File: config.mk
export PLATFORM = sky130hd
export DESIGN_NAME = change_dispenser
export DESIGN_NICKNAME = d
export VERILOG_FILES = /design/src/rtl/change_dispenser.sv
export SDC_FILE = /design/constraint.sdc
export NUM_CORES = 1
export LEC_CHECK = 0
export ABC_AREA = 1
export BUFFER_PORTS_ARGS = -buffer_cell sky130_fd_sc_hd__buf_2
export CORE_MARGIN = 2
export CORE_UTILIZATION = 53
export DETAILED_ROUTE_END_ITERATION = 16
export PLACE_DENSITY_LB_ADDON = 0.15
export SLEW_MARGIN = 20
export SYNTH_ARGS = -nofsm -noshare
export SYNTH_HDL_FRONTEND = slang
export SYNTH_SLANG_ARGS = --single-unit
File: constraint.sdc
create_clock -name clk -period 2.7 [get_ports clk]
set_input_delay 0.135 -clock clk [delete_from_list [all_inputs] [get_ports clk]]
set_output_delay 0.135 -clock clk [all_outputs]
set_load 0.005 [all_outputs]
File: src/rtl/change_dispenser.sv
// Greedy change-return pulse generator: turns a cents amount into a sequence of
// fixed-width dollar/quarter/dime/nickel eject pulses separated by idle gaps.
module change_dispenser #(
  parameter int PULSE_W = 4,
  parameter int GAP_W   = 4
) (
  input  logic       clk,
  input  logic       rst_n,
  input  logic       load,
  input  logic [7:0] amount,
  output logic       busy,
  output logic       done,
  output logic       err,
  output logic       do_out,
  output logic       q_out,
  output logic       di_out,
  output logic       n_out
);

  localparam int CNT_MAX = (PULSE_W > GAP_W) ? PULSE_W : GAP_W;
  localparam int CNT_W   = $clog2(CNT_MAX + 1);

  typedef enum logic [2:0] {
    IDLE,
    SELECT,
    PULSE,
    GAP,
    DONE
  } state_e;

  state_e             state_q, state_d;
  logic [7:0]         rem_q, rem_d;
  logic [CNT_W-1:0]   cnt_q, cnt_d;
  // Coin lines packed as {dollar, quarter, dime, nickel}.
  logic [3:0]         lines_q, lines_d;
  logic               busy_q, busy_d;
  logic               done_q, done_d;
  logic               err_q, err_d;

  logic               amt_ok;
  logic [3:0]         sel_lines;
  logic [7:0]         sel_value;

  assign amt_ok = ((amount % 8'd5) == 8'd0);

  // Largest coin not exceeding the remainder; remainder is always a nonzero
  // multiple of 5 when this is consumed, so the nickel fallback never underflows.
  always_comb begin
    sel_lines = 4'b0001;
    sel_value = 8'd5;
    if (rem_q >= 8'd100) begin
      sel_lines = 4'b1000;
      sel_value = 8'd100;
    end else if (rem_q >= 8'd25) begin
      sel_lines = 4'b0100;
      sel_value = 8'd25;
    end else if (rem_q >= 8'd10) begin
      sel_lines = 4'b0010;
      sel_value = 8'd10;
    end
  end

  // NOTE: every signal gets a default before the case so no path leaves one
  // unassigned, which would otherwise infer a latch.
  always_comb begin
    state_d = state_q;
    rem_d   = rem_q;
    cnt_d   = cnt_q;
    lines_d = lines_q;
    busy_d  = busy_q;
    done_d  = 1'b0;
    err_d   = 1'b0;

    unique case (state_q)
      IDLE: begin
        if (load) begin
          if (amt_ok) begin
            rem_d   = amount;
            busy_d  = 1'b1;
            state_d = SELECT;
          end else begin
            err_d = 1'b1;
          end
        end
      end

      SELECT: begin
        if (rem_q == 8'd0) begin
          busy_d  = 1'b0;
          done_d  = 1'b1;
          state_d = DONE;
        end else begin
          rem_d   = rem_q - sel_value;
          lines_d = sel_lines;
          cnt_d   = CNT_W'(PULSE_W);
          state_d = PULSE;
        end
      end

      PULSE: begin
        if (cnt_q == CNT_W'(1)) begin
          lines_d = 4'b0000;
          cnt_d   = CNT_W'(GAP_W);
          state_d = GAP;
        end else begin
          cnt_d = cnt_q - CNT_W'(1);
        end
      end

      GAP: begin
        if (cnt_q == CNT_W'(1)) begin
          state_d = SELECT;
        end else begin
          cnt_d = cnt_q - CNT_W'(1);
        end
      end

      DONE: begin
        state_d = IDLE;
      end

      default: begin
        state_d = IDLE;
        lines_d = 4'b0000;
        busy_d  = 1'b0;
      end
    endcase
  end

  // NOTE: sequential state uses non-blocking assignments so every register
  // samples its next value from the same pre-edge snapshot.
  always_ff @(posedge clk or negedge rst_n) begin
    if (!rst_n) begin
      state_q <= IDLE;
      rem_q   <= 8'd0;
      cnt_q   <= '0;
      lines_q <= 4'b0000;
      busy_q  <= 1'b0;
      done_q  <= 1'b0;
      err_q   <= 1'b0;
    end else begin
      state_q <= state_d;
      rem_q   <= rem_d;
      cnt_q   <= cnt_d;
      lines_q <= lines_d;
      busy_q  <= busy_d;
      done_q  <= done_d;
      err_q   <= err_d;
    end
  end

  assign busy   = busy_q;
  assign done   = done_q;
  assign err    = err_q;
  assign do_out = lines_q[3];
  assign q_out  = lines_q[2];
  assign di_out = lines_q[1];
  assign n_out  = lines_q[0];

endmodule

==> results of run 1 <==
## cells by family after synthesis
group,after synthesis,share of synthesized area
adder cells (fa/ha/maj),12,0.08606
AO/OA/AOI/OAI,38,0.1216
flip-flops,21,0.2869
AND/OR/NAND/NOR,141,0.3777
XOR/XNOR,5,0.02391
buffers and inverters,48,0.1038
## routing by layer
metal,wire (µm),share of wire,vias up
met5,0,0,-
met4,51,0.012,0
met3,71,0.016,7
met2,2178,0.50,28
met1,2055,0.47,857
li1,-,-,986
## registers in the layout, summed over array words and instances (netlist names)
register / count
rem_q: 8
lines_q: 4
cnt_q: 3
state_q: 3
busy: 1
done: 1
err: 1
## synthesized netlist by cell type
| cell | count |
|---|---|
| xnor2_1 | 3 |
| nor4_1 | 1 |
| clkbuf_1 | 1 |
| or2_2 | 1 |
| inv_4 | 1 |
| o21ai_0 | 12 |
| xor2_1 | 2 |
| nand4_1 | 2 |
| buf_6 | 1 |
| ha_1 | 11 |
| nor2_2 | 1 |
| nand3_1 | 28 |
| nand3_4 | 1 |
| nand2_2 | 15 |
| o21a_1 | 2 |
| clkinv_1 | 1 |
| nand2_1 | 64 |
| o22ai_1 | 5 |
| nor3_2 | 1 |
| o211ai_1 | 1 |
| inv_2 | 2 |
| nand2_4 | 3 |
| inv_1 | 42 |
| nor3_1 | 6 |
| fa_1 | 1 |
| dfrtp_1 | 21 |
| a211oi_1 | 1 |
| nand3_2 | 3 |
| a21oi_1 | 9 |
| a21boi_2 | 1 |
| a22oi_1 | 2 |
| a31oi_1 | 2 |
| o21bai_1 | 1 |
| nand4_2 | 1 |
| o21ai_1 | 2 |
| nor2_1 | 14 |
## metrics by stage
stage               utilization  area [µm²]  setup slack (ns)  std cells  power (mW)
finish                   0.7300        2436           0.09008        368       2.757
global route             0.7300        2436           -0.1499        368       3.019
CTS                      0.6712        2240           0.03522        363       2.479
detailed placement       0.6592        2200           -0.1822        358       2.301
global placement         0.6592        2200           -0.1442        358       2.285
floorplan                     -        1832            0.1495        265       1.674
## path summary, 6_finish.rpt
| path | start | endpoint | slack (ns) | depth (start not counted) |
|---|---|---|---|---|
| hold reg to reg | busy | busy | 0.48 | 2 |
| setup / recovery | rem_q[5] | rem_q[7] | 0.09 | 20 |
| max in group asynchronous | rst_n | cnt_q[2] | 2.08 | 2 |
| hold / removal | load | err | 0.05 | 3 |
| setup reg to reg | rem_q[5] | rem_q[7] | 0.09 | 20 |
| min in group asynchronous | rst_n | lines_q[1] | 0.29 | 2 |
## placed cells by master, fill, tap and decap left out, types with 3 or more instances in the layout
cell,instances
inv_1,37
nand3_2,5
nand3_1,25
o22ai_1,5
ha_4,3
dfrtp_1,21
nand2_4,7
nand2_1,59
a21oi_1,7
inv_4,3
nor3_2,3
nand2_2,16
inv_2,6
nor2_1,12
nor3_1,4
buf_2,15
ha_1,8
buf_4,37
o21ai_1,4
clkbuf_4,3
o21ai_0,8
xnor2_1,3
## report_power, final
part | internal (mW) | switching [mW]
sequential | 0.441 | 0.105
clock | 0.0554 | 0.0996
combinational | 0.943 | 1.11
## area by class of cell
type                       instances  area share
timing repair buffer              55      0.1582
clock buffer                       3    0.009245
sequential                        21      0.2157
inverter                          46     0.07396
multi-input combinational        196      0.5172
clock inverter                     1    0.002054
tap                               46     0.02363
## worst min-delay path, cell delays in order
cell	delay (ns)
buf_2	0.10
nand2_1	0.06
a21oi_1	0.04
## timing repair
action | CTS | global route
hold buffers | 1 | 0
resized for setup | 2 | 44
hold endpoints to repair | 21 | 0
endpoints found under the setup margin | 3 | 10
pin swaps | 0 | 19
setup buffers | 0 | 5
==> flow_metrics.env, run 1 <==
export IMPL_status="finished clean"
export IMPL_syn_avg_cell_area_um2=6.912
export IMPL_powerDensity_nw_per_um2=1132
export IMPL_grt_max_degree=22
export IMPL_drc=0
export IMPL_register_area_um2=525.5
export IMPL_clock_path_buffers=2
export IMPL_maxSlewHeadroom=0.4586
export IMPL_ys_top_cells_by_area="dfrtp_1, nand2_1, inv_1, nand3_1, ha_1"
export IMPL_worst_pin_slew_ns=0.8047
export IMPL_drv_slew=0
export IMPL_rsz0062_at_grt="yes"
export IMPL_drive_above_1_share=0.3571
export IMPL_timing_hold_ws_ns=0.04549
export IMPL_chipHeight_um=62.79
export IMPL_antenna_found_initial=0
export IMPL_post_route_period_util=0.9666
export IMPL_yosysWarnings=0
export IMPL_io_buffers=17
export IMPL_grt_remaining_overflow=0
export IMPL_hold_viol_final=0
export IMPL_drt_pass1_iterations=4
export IMPL_syn_to_final_growth_pct=32.99
export IMPL_num_rows=21
export IMPL_cts_root_buffer="clkbuf_4"
export IMPL_min_period_ns=2.610
export IMPL_worstSkewPairLatency_ns=0.31
export IMPL_drt_iter0_drc=87
export IMPL_grt_pass1_wl_mm=6.789
export IMPL_end_kind="register"
export IMPL_dieArea_um2=3943
export IMPL_irDropWorstVdd_v=0.0003968
export IMPL_grt_pass1_vias=1665
export IMPL_cp_arrival_ns=2.86
export IMPL_antenna_cells=0
export IMPL_wl_mm=4.356
export IMPL_ys_seq_elements=21
export IMPL_wl_per_cell_um=11.84
export IMPL_skew_ns=0.008205
export IMPL_syn_inst=265
export IMPL_met3_usage=0.01081
export IMPL_cts_made_buffers=3
export IMPL_vias_per_cell=5.103
export IMPL_slowest_stage="dfrtp_1"
export IMPL_synth_area_um2=1832
export IMPL_ys_seq_area_frac=0.2869
export IMPL_cp_num_buf_inv=4
export IMPL_fp_dieW_um=62.79
export IMPL_numClockSinks=21
export IMPL_worstHoldPathType="primary input to register"
export IMPL_multiInputGateArea_um2=1260
export IMPL_synth_area_leader_cell="dfrtp_1"
export IMPL_busiest_layer="met2"
export IMPL_syn_nets=288
export IMPL_initial_core_util=0.5489
export IMPL_gp_congestion=0.8332
export IMPL_critPathTopFamily="simple AND/OR/NAND/NOR gates"
export IMPL_htreeDepth=1
export IMPL_io_pins=18
export IMPL_synth_cell_types=36
export IMPL_finalSetupViolations=0
export IMPL_maxCapViolations=0
export IMPL_clk_pin_slew_worst_paths_ns=0.12
export IMPL_clock_fmax_mhz=383.2
export IMPL_antenna_left=0
export IMPL_grt_util_met2=0.3616
export IMPL_critPathMaxFanout=2
export IMPL_max_stage_delay_ns=0.42
export IMPL_startpoint_type="register"
export IMPL_crit_chain="nor3_2 > inv_1 > a31oi_1 > inv_1 > buf_4 > nor2_4 > inv_1 > ha_1 > nand2_1 > o21ai_2 > a21oi_1 > o21bai_1 > nand2_1 > nand2_1 > a21oi_2 > nand2_1 > nand2_1 > o22ai_1 > nand3_1 > nand2_1"
export IMPL_cts_tree="yes"
export IMPL_setup_worst_path_class="register to register"
export IMPL_crit_top_cell="nand2_1"
export IMPL_core_um2=3337
export IMPL_leakage_nw=1.325
export IMPL_crit_required_ns=2.95
export IMPL_fillers=278
export IMPL_place_hpwl_mm=3.028
export IMPL_use_met1=0.2761
export IMPL_yosysTopAreaCellShare=0.2869
export IMPL_vias=1878
export IMPL_nets=346
export IMPL_fin_setup_tns_ns=0
export IMPL_grt_total_usage=0.2085
No activity file was read; power rests on OpenSTA's default activity.
==> run 2, diff against run 1 <==
--- a/config.mk
+++ b/config.mk
@@ -8,7 +8,7 @@
 export ABC_AREA = 1
 export BUFFER_PORTS_ARGS = -buffer_cell sky130_fd_sc_hd__buf_2
 export CORE_MARGIN = 2
-export CORE_UTILIZATION = 53
+export CORE_UTILIZATION = 55
 export DETAILED_ROUTE_END_ITERATION = 16
 export PLACE_DENSITY_LB_ADDON = 0.15
 export SLEW_MARGIN = 20
==> constraint.sdc (replaced) <==
create_clock -name clk -period 3.27 [get_ports clk]
set_input_delay 0.1635 -clock clk [delete_from_list [all_inputs] [get_ports clk]]
set_output_delay 0.1635 -clock clk [all_outputs]
set_load 0.005 [all_outputs]
==> flow_metrics.env, run 2 (synthesis results as in run 1) <==
export IMPL_hold_depth=3
export IMPL_end_kind="register"
export IMPL_final_cell_mix="nand2_1, inv_1, nand3_1, dfrtp_1, buf_2"
export IMPL_cts_tree="yes"
export IMPL_cp_arrival_ns=3.17
export IMPL_clock_fmax_mhz=343.8
export IMPL_core_um2=3103
export IMPL_grt_pass1_wl_mm=6.389
export IMPL_numClockSinks=21
export IMPL_irDropWorstVdd_v=0.0002774
export IMPL_final_common_cell="nand2_1"
export IMPL_hold_viol_final=0
export IMPL_maxSlewHeadroom=0.5091
export IMPL_finalSetupViolations=0
export IMPL_crit_chain="nor3_1 > inv_1 > a31oi_1 > inv_1 > nand2_1 > nand2_1 > ha_1 > fa_1 > o21ai_0 > a21oi_1 > o21ai_0 > or2_2 > nand3_1 > o21ai_0 > nand3_1 > nand2_1"
export IMPL_min_period_ns=2.909
export IMPL_chipHeight_um=61.71
export IMPL_largest_register_ffs=8
export IMPL_num_rows=20
export IMPL_min_to="err"
export IMPL_place_hpwl_mm=2.859
export IMPL_gp_congestion=0.8218
export IMPL_vias=1695
export IMPL_htreeDepth=1
export IMPL_startpoint_type="register"
export IMPL_critPathTopFamily="compound AO/OA/AOI/OAI gates"
export IMPL_worst_pin_slew_ns=0.7296
export IMPL_antenna_left=0
export IMPL_syn_to_final_growth_pct=9.221
export IMPL_fp_dieW_um=61.71
export IMPL_grt_remaining_overflow=0
export IMPL_regToRegSetupSlack_ns=0.36
export IMPL_p_total_mw=1.811
export IMPL_min_delay_start="load"
export IMPL_worstHoldPathType="primary input to register"
export IMPL_powerDensity_nw_per_um2=905.3
export IMPL_wl_per_cell_um=11.04
export IMPL_top_register="rem_q"
export IMPL_fillers=312
export IMPL_drive_above_1_share=0.1783
export IMPL_worstSkewPairLatency_ns=0.31
export IMPL_status="finished clean"
export IMPL_grt_pass1_vias=1498
export IMPL_post_route_period_util=0.8895
export IMPL_critPathMaxFanout=5
export IMPL_drc=0
export IMPL_clk_pin_slew_worst_paths_ns=0.11
export IMPL_drt_pass1_iterations=4
export IMPL_initial_core_util=0.5903
export IMPL_wl_mm=3.643
export IMPL_leakage_nw=1.111
export IMPL_rsz0062_at_grt="no"
export IMPL_clock_path_buffers=2
export IMPL_fin_setup_tns_ns=0
export IMPL_antenna_found_initial=0
export IMPL_grt_max_degree=22
export IMPL_crit_required_ns=3.53
export IMPL_io_pins=18
export IMPL_drv_slew=0
export IMPL_max_stage_delay_ns=0.45
export IMPL_nets=310
export IMPL_reg_largest_list="rem_q x8, lines_q x4"
export IMPL_reg2reg_depth=16
export IMPL_r2r_end="rem_q[6]"
export IMPL_regToRegStartpoint="rem_q[7]"
export IMPL_dieArea_um2=3808
export IMPL_io_buffers=17
export IMPL_maxCapViolations=0
export IMPL_slowest_stage="dfrtp_1"
export IMPL_grt_total_usage=0.2227
export IMPL_antenna_cells=0
export IMPL_vias_per_cell=5.136
export IMPL_drt_iter0_drc=62
export IMPL_cts_root_buffer="clkbuf_4"
export IMPL_setup_worst_path_class="register to register"
export IMPL_cts_made_buffers=3
export IMPL_skew_ns=0.001628
export IMPL_cp_num_buf_inv=2
[run 2: cell count changes in the layout (fill, tap and decap cells not counted), sizes merged]
cell	before	now
clkbuf	3	4
buf	54	18
inv	46	45
[run 2: worst max path at each step]
stage                          from        to  slack, ns  cells past startpoint
after global placement    amount[7]  rem_q[6]       0.17                     28
after CTS                  rem_q[7]  rem_q[7]       0.31                     21
final                      rem_q[7]  rem_q[6]       0.36                     16
after detailed placement  amount[7]  rem_q[2]       0.13                     28
after global routing       rem_q[5]  rem_q[6]       0.01                     16
after floorplan            rem_q[5]  rem_q[7]       0.72                     21
[run 2: tightest hold or removal path: stages]
cell	delay, ns
buf_2	0.10
nand2_1	0.05
a21oi_1	0.03
[run 2: timing repair]
| item | CTS | global route |
|---|---|---|
| endpoints found under the setup margin | 0 | 1 |
| resized for setup | 0 | 1 |
| hold buffers | 1 | 0 |
| hold endpoints to repair | 21 | 0 |
| setup buffers | 0 | 0 |
[run 2: power breakdown]
part	internal (mW)	switching (mW)
Clock	0.0478	0.0817
Sequential	0.364	0.102
Combinational	0.479	0.738
[run 2: final cells by class]
cell class / count / area [µm²] / area share
clock buffer: 4 / 26.28 / 0.01313
sequential: 21 / 525.5 / 0.2627
tap: 44 / 55.05 / 0.02752
inverter: 46 / 175.2 / 0.08755
timing repair buffer: 19 / 102.6 / 0.05128
multi-input combinational: 196 / 1116 / 0.5578
[run 2: metrics by stage]
stage / util / instance area, µm² / hold WS, ns / setup slack (ns) / std cells
3_3_place_gp: 0.6331 / 1964 / 0.1385 / 0.1684 / 325
3_5_place_dp: 0.6331 / 1964 / 0.1478 / 0.1348 / 325
5_1_grt: 0.6448 / 2001 / 0.08799 / 0.01324 / 330
6_report: 0.6448 / 2001 / 0.06173 / 0.3614 / 330
2_1_floorplan: - / 1832 / -0.1321 / 0.7195 / 265
4_1_cts: 0.6448 / 2001 / 0.06376 / 0.3080 / 330
[run 2: metal layers]
layer / up-vias / track usage / routed length, µm
li1: 907 / - / -
met3: 3 / 0.01863 / 137
met1: 744 / 0.3243 / 1790
met5: - / 0 / 0
met2: 41 / 0.3504 / 1681
met4: 0 / 0.07295 / 34
==> run 3, diff against run 2 <==
--- a/config.mk
+++ b/config.mk
@@ -11,6 +11,7 @@
 export CORE_UTILIZATION = 55
 export DETAILED_ROUTE_END_ITERATION = 16
 export PLACE_DENSITY_LB_ADDON = 0.15
+export SETUP_SLACK_MARGIN = 0.5
 export SLEW_MARGIN = 20
 export SYNTH_ARGS = -nofsm -noshare
 export SYNTH_HDL_FRONTEND = slang
==> flow_metrics.env, run 3 (synthesis results as in run 1) <==
export IMPL_timing_final_ws_setup_ns=0.5795
export IMPL_vias_per_cell=5.265
export IMPL_critPathMaxFanout=4
export IMPL_syn_to_final_growth_pct=27.46
export IMPL_final_common_cell="nand2_1"
export IMPL_design_area_um2=2335
export IMPL_grt_pass1_wl_mm=6.520
export IMPL_post_route_period_util=0.8228
export IMPL_num_rows=20
export IMPL_place_area_um2=1964
export IMPL_register_area_um2=529.3
export IMPL_fp_dieW_um=61.71
export IMPL_irDropWorstVdd_v=0.0003349
export IMPL_final_cell_mix="nand2_1, inv_1, nand3_1, dfrtp_1, buf_4"
export IMPL_crit_top_cell="nand2_1"
export IMPL_critPathTopFamily="compound AO/OA/AOI/OAI gates"
export IMPL_rsz0062_at_grt="no"
export IMPL_fin_util=0.7524
export IMPL_powerDensity_nw_per_um2=963.7
export IMPL_nets=324
export IMPL_drv_slew=0
export IMPL_antenna_found_initial=0
export IMPL_leakage_nw=1.237
export IMPL_setup_worst_path_class="register to register"
export IMPL_clock_path_buffers=2
export IMPL_io_pins=18
export IMPL_reg_largest_list="rem_q x8, lines_q x4"
export IMPL_min_delay_start="load"
export IMPL_antenna_cells=0
export IMPL_r2r_end="rem_q[7]"
export IMPL_status="finished clean"
export IMPL_cp_depth=20
export IMPL_worstSetupStartpoint="rem_q[2]"
export IMPL_crit_required_ns=3.49
export IMPL_core_um2=3103
export IMPL_grt_pass1_vias=1503
export IMPL_skew_ns=0.004655
export IMPL_place_hpwl_mm=2.859
export IMPL_wl_mm=4.325
export IMPL_htreeDepth=1
export IMPL_gp_congestion=0.8218
export IMPL_grt_total_usage=0.2279
export IMPL_slowest_stage="dfrtp_2"
export IMPL_final_cells=344
export IMPL_worstHoldPathType="primary input to register"
export IMPL_cts_root_buffer="clkbuf_4"
export IMPL_drc=0
export IMPL_cts_tree="yes"
export IMPL_reg2reg_depth=20
export IMPL_numClockSinks=21
export IMPL_min_period_ns=2.690
export IMPL_vias=1811
export IMPL_drt_pass1_iterations=4
export IMPL_cp_num_buf_inv=4
export IMPL_worstSkewPairLatency_ns=0.32
export IMPL_grt_remaining_overflow=0
export IMPL_chipHeight_um=61.71
export IMPL_crit_chain="buf_4 > buf_4 > o21a_1 > nor2_2 > inv_1 > nand2_2 > inv_1 > ha_4 > a21oi_1 > o21ai_2 > a21oi_2 > o21bai_2 > nand2_1 > nand2_1 > a21oi_2 > nand2_1 > nand2_1 > o22ai_2 > nand3_1 > nand2_1"
export IMPL_regToRegSetupSlack_ns=0.58
export IMPL_wl_per_cell_um=12.57
export IMPL_fillers=272
export IMPL_hold_viol_final=0
export IMPL_grt_max_degree=22
export IMPL_dieArea_um2=3808
export IMPL_startpoint_type="register"
export IMPL_cp_arrival_ns=2.91
export IMPL_worst_pin_slew_ns=0.8212
export IMPL_maxCapViolations=0
export IMPL_clk_pin_slew_worst_paths_ns=0.12
export IMPL_antenna_left=0
export IMPL_top_register="rem_q"
export IMPL_clock_fmax_mhz=371.7
export IMPL_worstSetupEndpoint="rem_q[7]"
export IMPL_regToRegStartpoint="rem_q[2]"
export IMPL_drive_above_1_share=0.3333
export IMPL_largest_register_ffs=8
export IMPL_initial_core_util=0.5903
export IMPL_multiInputGateArea_um2=1328
export IMPL_placedCellCount=325
export IMPL_end_kind="register"
export IMPL_cts_made_buffers=3
export IMPL_fin_setup_tns_ns=0
export IMPL_max_stage_delay_ns=0.44
export IMPL_drt_iter0_drc=74
export IMPL_maxSlewHeadroom=0.4475
export IMPL_pre_cts_ws_ns=0.1348
export IMPL_finalSetupViolations=0
export IMPL_io_buffers=17
-- run 3: changes by cell type in the layout (fill, tap and decap cells not counted), sizes merged --
cell,change
buf,+14
clkinv,-1
inv,+1
-- run 3: metal layers --
| metal | part of all wire | GRT usage | wire length, µm | vias up |
|---|---|---|---|---|
| met4 | 0.020 | 0.07295 | 88 | 0 |
| met2 | 0.49 | 0.3609 | 2104 | 40 |
| met3 | 0.036 | 0.01863 | 157 | 9 |
| met5 | 0 | 0 | 0 | - |
| met1 | 0.46 | 0.3307 | 1976 | 824 |
| li1 | - | - | - | 938 |
-- run 3: layout make-up --
type,count,share of cell area
clock buffer,4,0.01125
inverter,46,0.07717
multi-input combinational,196,0.5686
sequential,21,0.2267
tap,44,0.02358
timing repair buffer,33,0.09271
-- run 3: what timing repair did --
| action | in CTS | in global routing |
|---|---|---|
| setup endpoints to repair | 8 | 10 |
| resized for setup | 6 | 53 |
| hold endpoints to repair | 21 | 0 |
| hold buffers | 1 | 0 |
| pin swaps | 1 | 23 |
| gates cloned | 0 | 0 |
| buffers inserted | 2 | 12 |
-- run 3: metrics by stage --
step / total power [mW] / hold slack, ns
global placement: 1.647 / 0.1385
detailed placement: 1.661 / 0.1478
CTS: 1.872 / 0.06376
finish: 2.250 / 0.08423
floorplan: 1.382 / -0.1321
global route: 2.462 / 0.1051
-- run 3: worst min-delay path: stages --
cell and delay, ns:
buf_2 0.11, nand2_1 0.06, a21oi_1 0.04
-- run 3: worst min-delay path by stage --
| stage | end | slack, ns | depth (start not counted) |
|---|---|---|---|
| detailed placement | lines_q[2] | 0.15 | 1 |
| floorplan | busy | -0.13 | 0 |
| global route | err | 0.11 | 3 |
| global placement | lines_q[2] | 0.14 | 1 |
| CTS | err | 0.06 | 3 |
| finish | err | 0.08 | 3 |
-- run 3: report_power, final --
part	total [mW]	internal (mW)	switching, mW
Sequential	0.466	0.367	0.0989
Combinational	1.65	0.709	0.944
Clock	0.131	0.0478	0.0831
